$ cat src/rtl/uart_pkg.sv
// ============================================================================
// uart_pkg : types and constants shared by the 8-bit UART transmitter/receiver
// Revision : 1.0 - initial release
// ============================================================================
`default_nettype none

package uart_pkg;

  localparam int UART_DATA_W = 8;

  typedef enum logic [2:0] {
    IDLE       = 3'd0,
    START_BIT  = 3'd1,
    DATA_BITS  = 3'd2,
    PARITY_BIT = 3'd3,
    STOP_BIT   = 3'd4
  } uart_rx_state_t;

  function automatic logic parity_bit(input logic [UART_DATA_W-1:0] data, input logic odd);
    return (^data) ^ odd;
  endfunction

endpackage

`default_nettype wire

$ cat src/rtl/uart8_receiver_if.sv
// ============================================================================
// uart8_receiver_if : serial line / peripheral-bus signals of the UART receiver
// Revision          : 1.0 - initial release
// ============================================================================
`default_nettype none

interface uart8_receiver_if;
  import uart_pkg::*;

  logic                   en;
  logic                   in;
  logic [UART_DATA_W-1:0] out;
  logic                   done;
  logic                   busy;
  logic                   frame_err;
  logic                   parity_err;

  modport master (
    input  en, in,
    output out, done, busy, frame_err, parity_err
  );

  modport slave (
    output en, in,
    input  out, done, busy, frame_err, parity_err
  );

endinterface

`default_nettype wire

$ cat src/rtl/uart_rx_sync.sv
// ============================================================================
// uart_rx_sync : two-flop synchronizer for the asynchronous rx line, resets high
// Revision     : 1.0 - initial release
// ============================================================================
`default_nettype none

module uart_rx_sync (
  input  wire logic clk,
  input  wire logic rst_n,
  input  wire logic d,
  output logic      q
);

  logic r_meta;
  logic r_sync;

  always_ff @(posedge clk) begin
    if (!rst_n) begin
      r_meta <= 1'b1;
      r_sync <= 1'b1;
    end else begin
      r_meta <= d;
      r_sync <= r_meta;
    end
  end

  assign q = r_sync;

endmodule

`default_nettype wire

$ cat src/rtl/uart8_receiver.sv
// ============================================================================
// uart8_receiver : oversampling 8N1 UART receiver with one-cycle done pulse.
//                  Define UART_RX_PARITY_EN for 8 data + parity + stop frames.
// Revision       : 1.0 - initial release
// ============================================================================
`default_nettype none

module uart8_receiver
  import uart_pkg::*;
#(
  parameter int OVERSAMPLE = 16,
  parameter bit PARITY_ODD = 1'b0
) (
  input wire logic          clk,
  input wire logic          rst_n,
  uart8_receiver_if.master  bus
);

  localparam int TW = $clog2(OVERSAMPLE);
  localparam logic [TW-1:0] c_half = TW'(OVERSAMPLE / 2 - 1);
  localparam logic [TW-1:0] c_last = TW'(OVERSAMPLE - 1);

  uart_rx_state_t         r_state;
  logic [TW-1:0]          r_tick;
  logic [2:0]             r_bit;
  logic [UART_DATA_W-1:0] r_shreg;
  logic [UART_DATA_W-1:0] r_out;
  logic                   r_armed;
  logic                   r_done;
  logic                   r_busy;
  logic                   r_frame_err;
  logic                   w_rx_s;
`ifdef UART_RX_PARITY_EN
  logic                   r_par_mis;
  logic                   r_parity_err;
`endif

  uart_rx_sync u_sync (
    .clk   (clk),
    .rst_n (rst_n),
    .d     (bus.in),
    .q     (w_rx_s)
  );

  always_ff @(posedge clk) begin
    if (!rst_n) begin
      r_state     <= IDLE;
      r_tick      <= '0;
      r_bit       <= '0;
      r_shreg     <= '0;
      r_out       <= '0;
      r_armed     <= 1'b0;
      r_done      <= 1'b0;
      r_busy      <= 1'b0;
      r_frame_err <= 1'b0;
`ifdef UART_RX_PARITY_EN
      r_par_mis    <= 1'b0;
      r_parity_err <= 1'b0;
`endif
    end else begin
      r_done <= 1'b0;
      case (r_state)
        IDLE: begin
          r_busy <= 1'b0;
          if (w_rx_s) r_armed <= 1'b1;
          // armed blocks a restart while the line is held low (break)
          if (bus.en && r_armed && !w_rx_s) begin
            r_state <= START_BIT;
            r_tick  <= '0;
            r_armed <= 1'b0;
            r_busy  <= 1'b1;
          end
        end
        START_BIT: begin
          if (r_tick == c_half) begin
            r_tick <= '0;
            if (!w_rx_s) begin
              r_state <= DATA_BITS;
              r_bit   <= '0;
            end else begin
              r_state <= IDLE;
              r_busy  <= 1'b0;
            end
          end else begin
            r_tick <= r_tick + 1'b1;
          end
        end
        DATA_BITS: begin
          if (r_tick == c_last) begin
            r_tick  <= '0;
            r_shreg <= {w_rx_s, r_shreg[UART_DATA_W-1:1]};
            if (r_bit == 3'd7) begin
`ifdef UART_RX_PARITY_EN
              r_state <= PARITY_BIT;
`else
              r_state <= STOP_BIT;
`endif
            end else begin
              r_bit <= r_bit + 3'd1;
            end
          end else begin
            r_tick <= r_tick + 1'b1;
          end
        end
        PARITY_BIT: begin
`ifdef UART_RX_PARITY_EN
          if (r_tick == c_last) begin
            r_tick    <= '0;
            r_par_mis <= (w_rx_s != parity_bit(r_shreg, PARITY_ODD));
            r_state   <= STOP_BIT;
          end else begin
            r_tick <= r_tick + 1'b1;
          end
`else
          r_state <= IDLE;
          r_busy  <= 1'b0;
`endif
        end
        STOP_BIT: begin
          if (r_tick == c_last) begin
            r_tick      <= '0;
            r_out       <= r_shreg;
            r_done      <= 1'b1;
            r_frame_err <= ~w_rx_s;
`ifdef UART_RX_PARITY_EN
            r_parity_err <= r_par_mis;
`endif
            r_busy      <= 1'b0;
            r_state     <= IDLE;
          end else begin
            r_tick <= r_tick + 1'b1;
          end
        end
        default: begin
          r_state <= IDLE;
          r_busy  <= 1'b0;
        end
      endcase
    end
  end

  assign bus.out       = r_out;
  assign bus.done      = r_done;
  assign bus.busy      = r_busy;
  assign bus.frame_err = r_frame_err;
`ifdef UART_RX_PARITY_EN
  assign bus.parity_err = r_parity_err;
`else
  // no parity field in 8N1 frames; the flag is held low
  assign bus.parity_err = PARITY_ODD & 1'b0;
`endif

endmodule

`default_nettype wire

$ cat src/flat_wrapper.sv
// flat-port wrapper written by rule: the top's interface ports become plain ports
module uart8_receiver_flat import uart_pkg::*;
#(
  parameter int OVERSAMPLE = 16,
  parameter bit PARITY_ODD = 1'b0
)
  (clk, rst_n, bus_en, bus_in, bus_out, bus_done, bus_busy, bus_frame_err, bus_parity_err);
  uart8_receiver_if bus_i ();
  input wire logic clk;
  input wire logic rst_n;
  input wire logic [$bits(bus_i.en)-1:0] bus_en;
  input wire logic [$bits(bus_i.in)-1:0] bus_in;
  output wire logic [$bits(bus_i.out)-1:0] bus_out;
  output wire logic [$bits(bus_i.done)-1:0] bus_done;
  output wire logic [$bits(bus_i.busy)-1:0] bus_busy;
  output wire logic [$bits(bus_i.frame_err)-1:0] bus_frame_err;
  output wire logic [$bits(bus_i.parity_err)-1:0] bus_parity_err;
  assign bus_i.en = bus_en;
  assign bus_i.in = bus_in;
  assign bus_out = bus_i.out;
  assign bus_done = bus_i.done;
  assign bus_busy = bus_i.busy;
  assign bus_frame_err = bus_i.frame_err;
  assign bus_parity_err = bus_i.parity_err;
  uart8_receiver #(.OVERSAMPLE(OVERSAMPLE), .PARITY_ODD(PARITY_ODD)) u_core (.clk(clk), .rst_n(rst_n), .bus(bus_i));
endmodule
$ cat config.mk
export PLATFORM = sky130hd
export DESIGN_NAME = uart8_receiver_flat
export DESIGN_NICKNAME = d
export VERILOG_FILES = /design/src/rtl/uart_pkg.sv /design/src/rtl/uart8_receiver_if.sv /design/src/rtl/uart_rx_sync.sv /design/src/rtl/uart8_receiver.sv /design/src/flat_wrapper.sv
export SDC_FILE = /design/constraint.sdc
export NUM_CORES = 1
export LEC_CHECK = 0
export BUFFER_PORTS_ARGS = -buffer_cell sky130_fd_sc_hd__buf_2
export CAP_MARGIN = 5
export CORE_MARGIN = 8
export CORE_UTILIZATION = 41
export DETAILED_ROUTE_END_ITERATION = 16
export GPL_ROUTABILITY_DRIVEN = 0
export PLACE_DENSITY = 0.65
export SLEW_MARGIN = 20
export SYNTH_ARGS = -nofsm -noshare
export SYNTH_HDL_FRONTEND = slang
export SYNTH_SLANG_ARGS = --single-unit
$ cat constraint.sdc
create_clock -name clk -period 1.8 [get_ports clk]
set_input_delay 0.09 -clock clk [delete_from_list [all_inputs] [get_ports clk]]
set_output_delay 0.09 -clock clk [all_outputs]
set_load 0.01 [all_outputs]
# Yosys cells after proc, flatten, opt, wreduce, memory -nomap -nowiden
# Cells that the tools add are included.
# word_totals
mem_bits_ro	0
latch_bits	0
regBits	32
inputBits	4
out_inout_bits	12
n_memories	0
mem_bits_rw	0
# op_classes
n_addsub	2
n_reduce_logical	16
n_mux	24
n_eq_ne	14
n_shift	0
n_mul	0
order_cmp	0
bitwise	2
div	0
# op_table
operator	count
2-to-1 mux 3 bit	9
2-to-1 mux 4 bit	3
case mux 3 bit (4 select lines)	1
case mux 4 bit (3 select lines)	1
inequality test 2 x 1 -> 1 bit, second input constant	5
AND reduction 2 bit	5
AND reduction 5 bit	2
2-to-1 mux 1 bit	7
equality test 3 bit, second input constant	2
inequality test 2 bit, second input constant	3
case mux 3 bit (2 select lines)	1
adder 4 x 1 -> 4 bit, second input constant	1
equality test 4 x 3 -> 1 bit, second input constant	1
equality test 4 bit, second input constant	1
case mux 1 bit (4 select lines)	1
AND reduction 4 bit	1
nonzero test 2 bit	2
adder 3 x 1 -> 3 bit, second input constant	1
equality test 3 x 1 -> 1 bit, second input constant	1
equality test 3 x 2 -> 1 bit, second input constant	1
zero test 3 bit	1
nonzero test 3 bit	1
logical AND 1 bit	2
2-to-1 mux 2 bit	1
other kinds (3)	4

# Depth between registers and ports, before layout
# depth
depth_word	4
mapped_depth	6
ltp_nobuf	5

# Modules after synthesis
# A second synthesis with hierarchy kept.
# unflattened
hier_cells	148
area_unflattened_um2	1440.1
# by_module_without_submodules
mod	cells_each	instances	area_per_inst_um2	seq_area_each_um2
uart8_receiver	144	1	1387.6	600.6
uart_rx_sync	4	1	52.6	40.0

# Least setup slack after synthesis
# OpenSTA, ideal clock, no wires.
# synth_path
path_kind	register to register
startpoint	reg u_core.r_tick[0]
endpoint	reg u_core.r_state[1]
period_less_slack_ps	1537
slack_ps	263
required_ps	1685
arrival_ps	1422
path_stages_with_launch	6
cell_sequence	dfxtp_1 > ha_1 > and3_2 > o32ai_4 > nor3_4 > o21a_1
# synth_via
elab_chain_len	3
elab_cells_between_ends	6
# synth_lines
element	line	rtl
start, declared	uart8_receiver.sv:24	logic [TW-1:0] r_tick;
start signal, assigned	uart8_receiver.sv:85	r_tick <= r_tick + 1'b1;
start signal, assigned	uart8_receiver.sv:102	r_tick <= r_tick + 1'b1;
start signal, assigned	uart8_receiver.sv:131	r_tick <= r_tick + 1'b1;
equality test 4 bit or equality test 4 x 3 -> 1 bit (tied branches)	uart8_receiver.sv:89, uart8_receiver.sv:120, uart8_receiver.sv:75	
inequality test 2 x 1 -> 1 bit (no line)	--	
AND reduction 5 bit (no line) *	--	
end signal, assigned	uart8_receiver.sv:96	r_state <= STOP_BIT;
end signal, assigned	uart8_receiver.sv:115	r_state <= IDLE;
end signal, assigned	uart8_receiver.sv:129	r_state <= IDLE;
end, declared	uart8_receiver.sv:23	uart_rx_state_t r_state;
# Mark *: on every way between the ends. The rest lies on a longest branch, timed or not.
# A chain may end at the register's enable or synchronous reset.

# Worst setup path in the final report
# Same ends and word-level chain as after synthesis.

==> out/results.txt <==
routed len/inst - 13.4 um
Max-Cap Viols - 0
NetSw - 0.484 mW
most frequent cells after synthesis - dfxtp_1 (32), nand2_1 (19), nand3_1 (18)
Post-synth ARST share - 0%
pre-CTS setup slack - 153 ps
initial core utilization - 43.1%
vias per cell - 5.38
FMAX - 595 MHz
clk sink count - 32
Final Instance Area - 0.00167 mm2
number of global-route vias before repair - 1253
Yosys cell types - 39
worst path bufs/invs - 0
layout cells sized above 1 - 20.4%
largest net degree at the start of global routing - 20
clk_skew - 6.10 ps
Post-Route WL - 3030 um
total track usage - 12.3%
antenna violations before repair - 0
row count - 21
RSZ-0062 raised after global routing - yes
leading area contributor after synthesis - dfxtp_1
fraction of the cycle the final worst path needs - 93.4%
Peak VDD IR - 0.553 mV
clk buf depth - 2
ant diodes - 0
nets - 187
DRT Pass-1 Iters - 4
Die Wd - 75.7 um
DIE AREA - 0.00573 mm2
Finish-stage setup viols - 0
CP Cell Sequence - ha_1 -> and3_2 -> o32ai_4 -> nor3_4 -> o21a_1
startpoint types - flop
1st-iter DRT viols - 132
final worst slack - 119 ps
setup bufs post-CTS - 0
Max Slew Vio Count - 0
Critical-path top delay cell - o32ai_4
Mapped Cells - 162
Pint - 1.15 mW
CP max stage delay - 380 ps
Sw Ratio - 29.5%
placed cell areas - 0.00158 mm2
FILL cells - 333
Synth Net Count - 169
synth top area cells - dfxtp_1 (44%), mux2i_1 (8.2%), nand3_1 (6.2%), nand2_1 (4.9%), a21oi_1 (4.5%)
CTS tree - yes
Comb pwr share - 19.2%
Core ar. - 0.00339 mm2
top-count cell post-synth - dfxtp_1
pwr/cell area - 982 mW/mm2
share of power burned in registers - 47.7%
Worst-Margin Slew - 554 ps
Clock Latency Late Sink - 330 ps
via count - 1222
Synth Cell Area - 0.00146 mm2
Post-synth EDFFs - 0
Worst-path clk slew - 100 ps
status - finished clean
Seq/Total Area, Yosys - 43.8%
Post-synth top flop - dfxtp_1
post-detail-place hpwl - 2270 um
Port Buffer Count - 14
FF+latch count, synth - 32
delay-heaviest family, CP - compound AO/OA/AOI/OAI gates
Synth top area share - 43.8%
CTS root buf - clkbuf_4
clock power share - 33.2%
post-route ant nets - 0
area growth from synthesis to layout - 14.1%
Num CTS Buffers - 5
DRC Markers - 0
CP Class - reg2reg
Max-slew headroom - 62.8%
total power - 1.64 mW
first-pass GRT wire length - 5480 um
CP arrival - 1910 ps
Hold Vio Cnt, Final - 0
CP required - 2030 ps
Syn Area/Cell - 9.02 um2
Crit. End Element - flop
post-route minimum period - 1680 ps
Ys Warns - 0
die height - 75.7 um
H-tree Lvls - 2
hold crit path type - in2reg
critical path peak fanout - 7
Leakage - 0.714 nW
# IOs - 16
total grt overflow - 0
-- kinds of logic (layout without fill, tap and decap cells) --
group | count (synthesis) | in the layout | synth area share, %
adder cells (fa/ha/maj) | 3 | 3 | 2.57
AO/OA/AOI/OAI | 30 | 30 | 15.3
multiplexers | 12 | 12 | 8.22
buffers and inverters | 13 | 32 | 4.62
AND/OR/NAND/NOR | 71 | 71 | 25.2
other | 1 | 1 | 0.257
flip-flops | 32 | 32 | 43.8
-- repair_timing --
item	in CTS	in global routing
hold buffers	1	0
gates resized for setup	0	0
setup endpoints to repair	0	1
endpoints found under the hold margin	1	0
-- path summary, 6_finish.rpt --
path	slack, ps	cells after the start	start	end
setup / recovery	120	5	u_core.r_tick[0]$_SDFFE_PN0P_	u_core.r_state[1]$_SDFFE_PN0P_
hold reg to reg	420	1	u_core.u_sync.r_meta$_SDFF_PN1_	u_core.u_sync.q$_SDFF_PN1_
hold / removal	40	2	rst_n	u_core.u_sync.r_meta$_SDFF_PN1_
setup reg to reg	120	5	u_core.r_tick[0]$_SDFFE_PN0P_	u_core.r_state[1]$_SDFFE_PN0P_
-- state kept, by name, summed over array words and instances (netlist names) --
name                  count
u_core.bus.done           1
u_core.r_tick             4
u_core.u_sync.q           1
u_core.r_armed            1
u_core.bus.out            8
u_core.r_bit              3
u_core.u_sync.r_meta      1
u_core.bus.busy           1
u_core.bus.frame_err      1
u_core.r_shreg            8
u_core.r_state            3
-- routing by layer --
layer / vias up / wire (um) / part of all wire (%) / track usage (%)
li1: 613 / - / - / -
met1: 571 / 1370 / 45 / 14.0
met2: 31 / 1440 / 48 / 20.9
met3: 7 / 152 / 5.0 / 3.16
met4: 0 / 60 / 2.0 / 5.97
met5: - / 0 / 0 / 0
-- power by group through the flow --
stage	combinational (mW)	sequential, mW	clock [mW]
global placement	0.301	0.794	0
CTS	0.313	0.779	0.553
detailed placement	0.309	0.796	0
finish	0.314	0.781	0.543
global route	0.348	0.789	0.590
floorplan	0.277	0.772	0
-- metrics by stage --
step           util [%]  hold WS [ps]  TNS (ps)  std cells
6_report           49.2          40.5         0        227
5_1_grt            49.2          44.2     -14.0        227
4_1_cts            49.2          35.6         0        227
3_5_place_dp       46.5           274         0        218
3_3_place_gp       46.5           274         0        218
2_1_floorplan         -           191         0        162
-- area by class of cell --
class,instances,area (um2),area share (%)
inverter,3,11.3,0.675
clock buffer,5,37.5,2.25
multi-input combinational,117,753,45.2
timing repair buffer,21,125,7.50
sequential,32,641,38.4
clock inverter,3,42.5,2.55
tap,46,57.6,3.45
-- placed cells by master (no fill, tap or decap), types with 2 or more instances in the layout --
cell type,n
nand2_1,19
a211oi_1,2
a211o_1,2
inv_1,3
buf_2,14
and3b_1,2
buf_4,6
nand2b_1,4
mux2i_1,12
nand3b_1,3
nor2_2,2
ha_1,3
a21oi_1,13
a32oi_1,2
nand3_1,18
nor2_1,15
dfxtp_1,32
clkbuf_4,5
(Power assumes the default switching activity.)
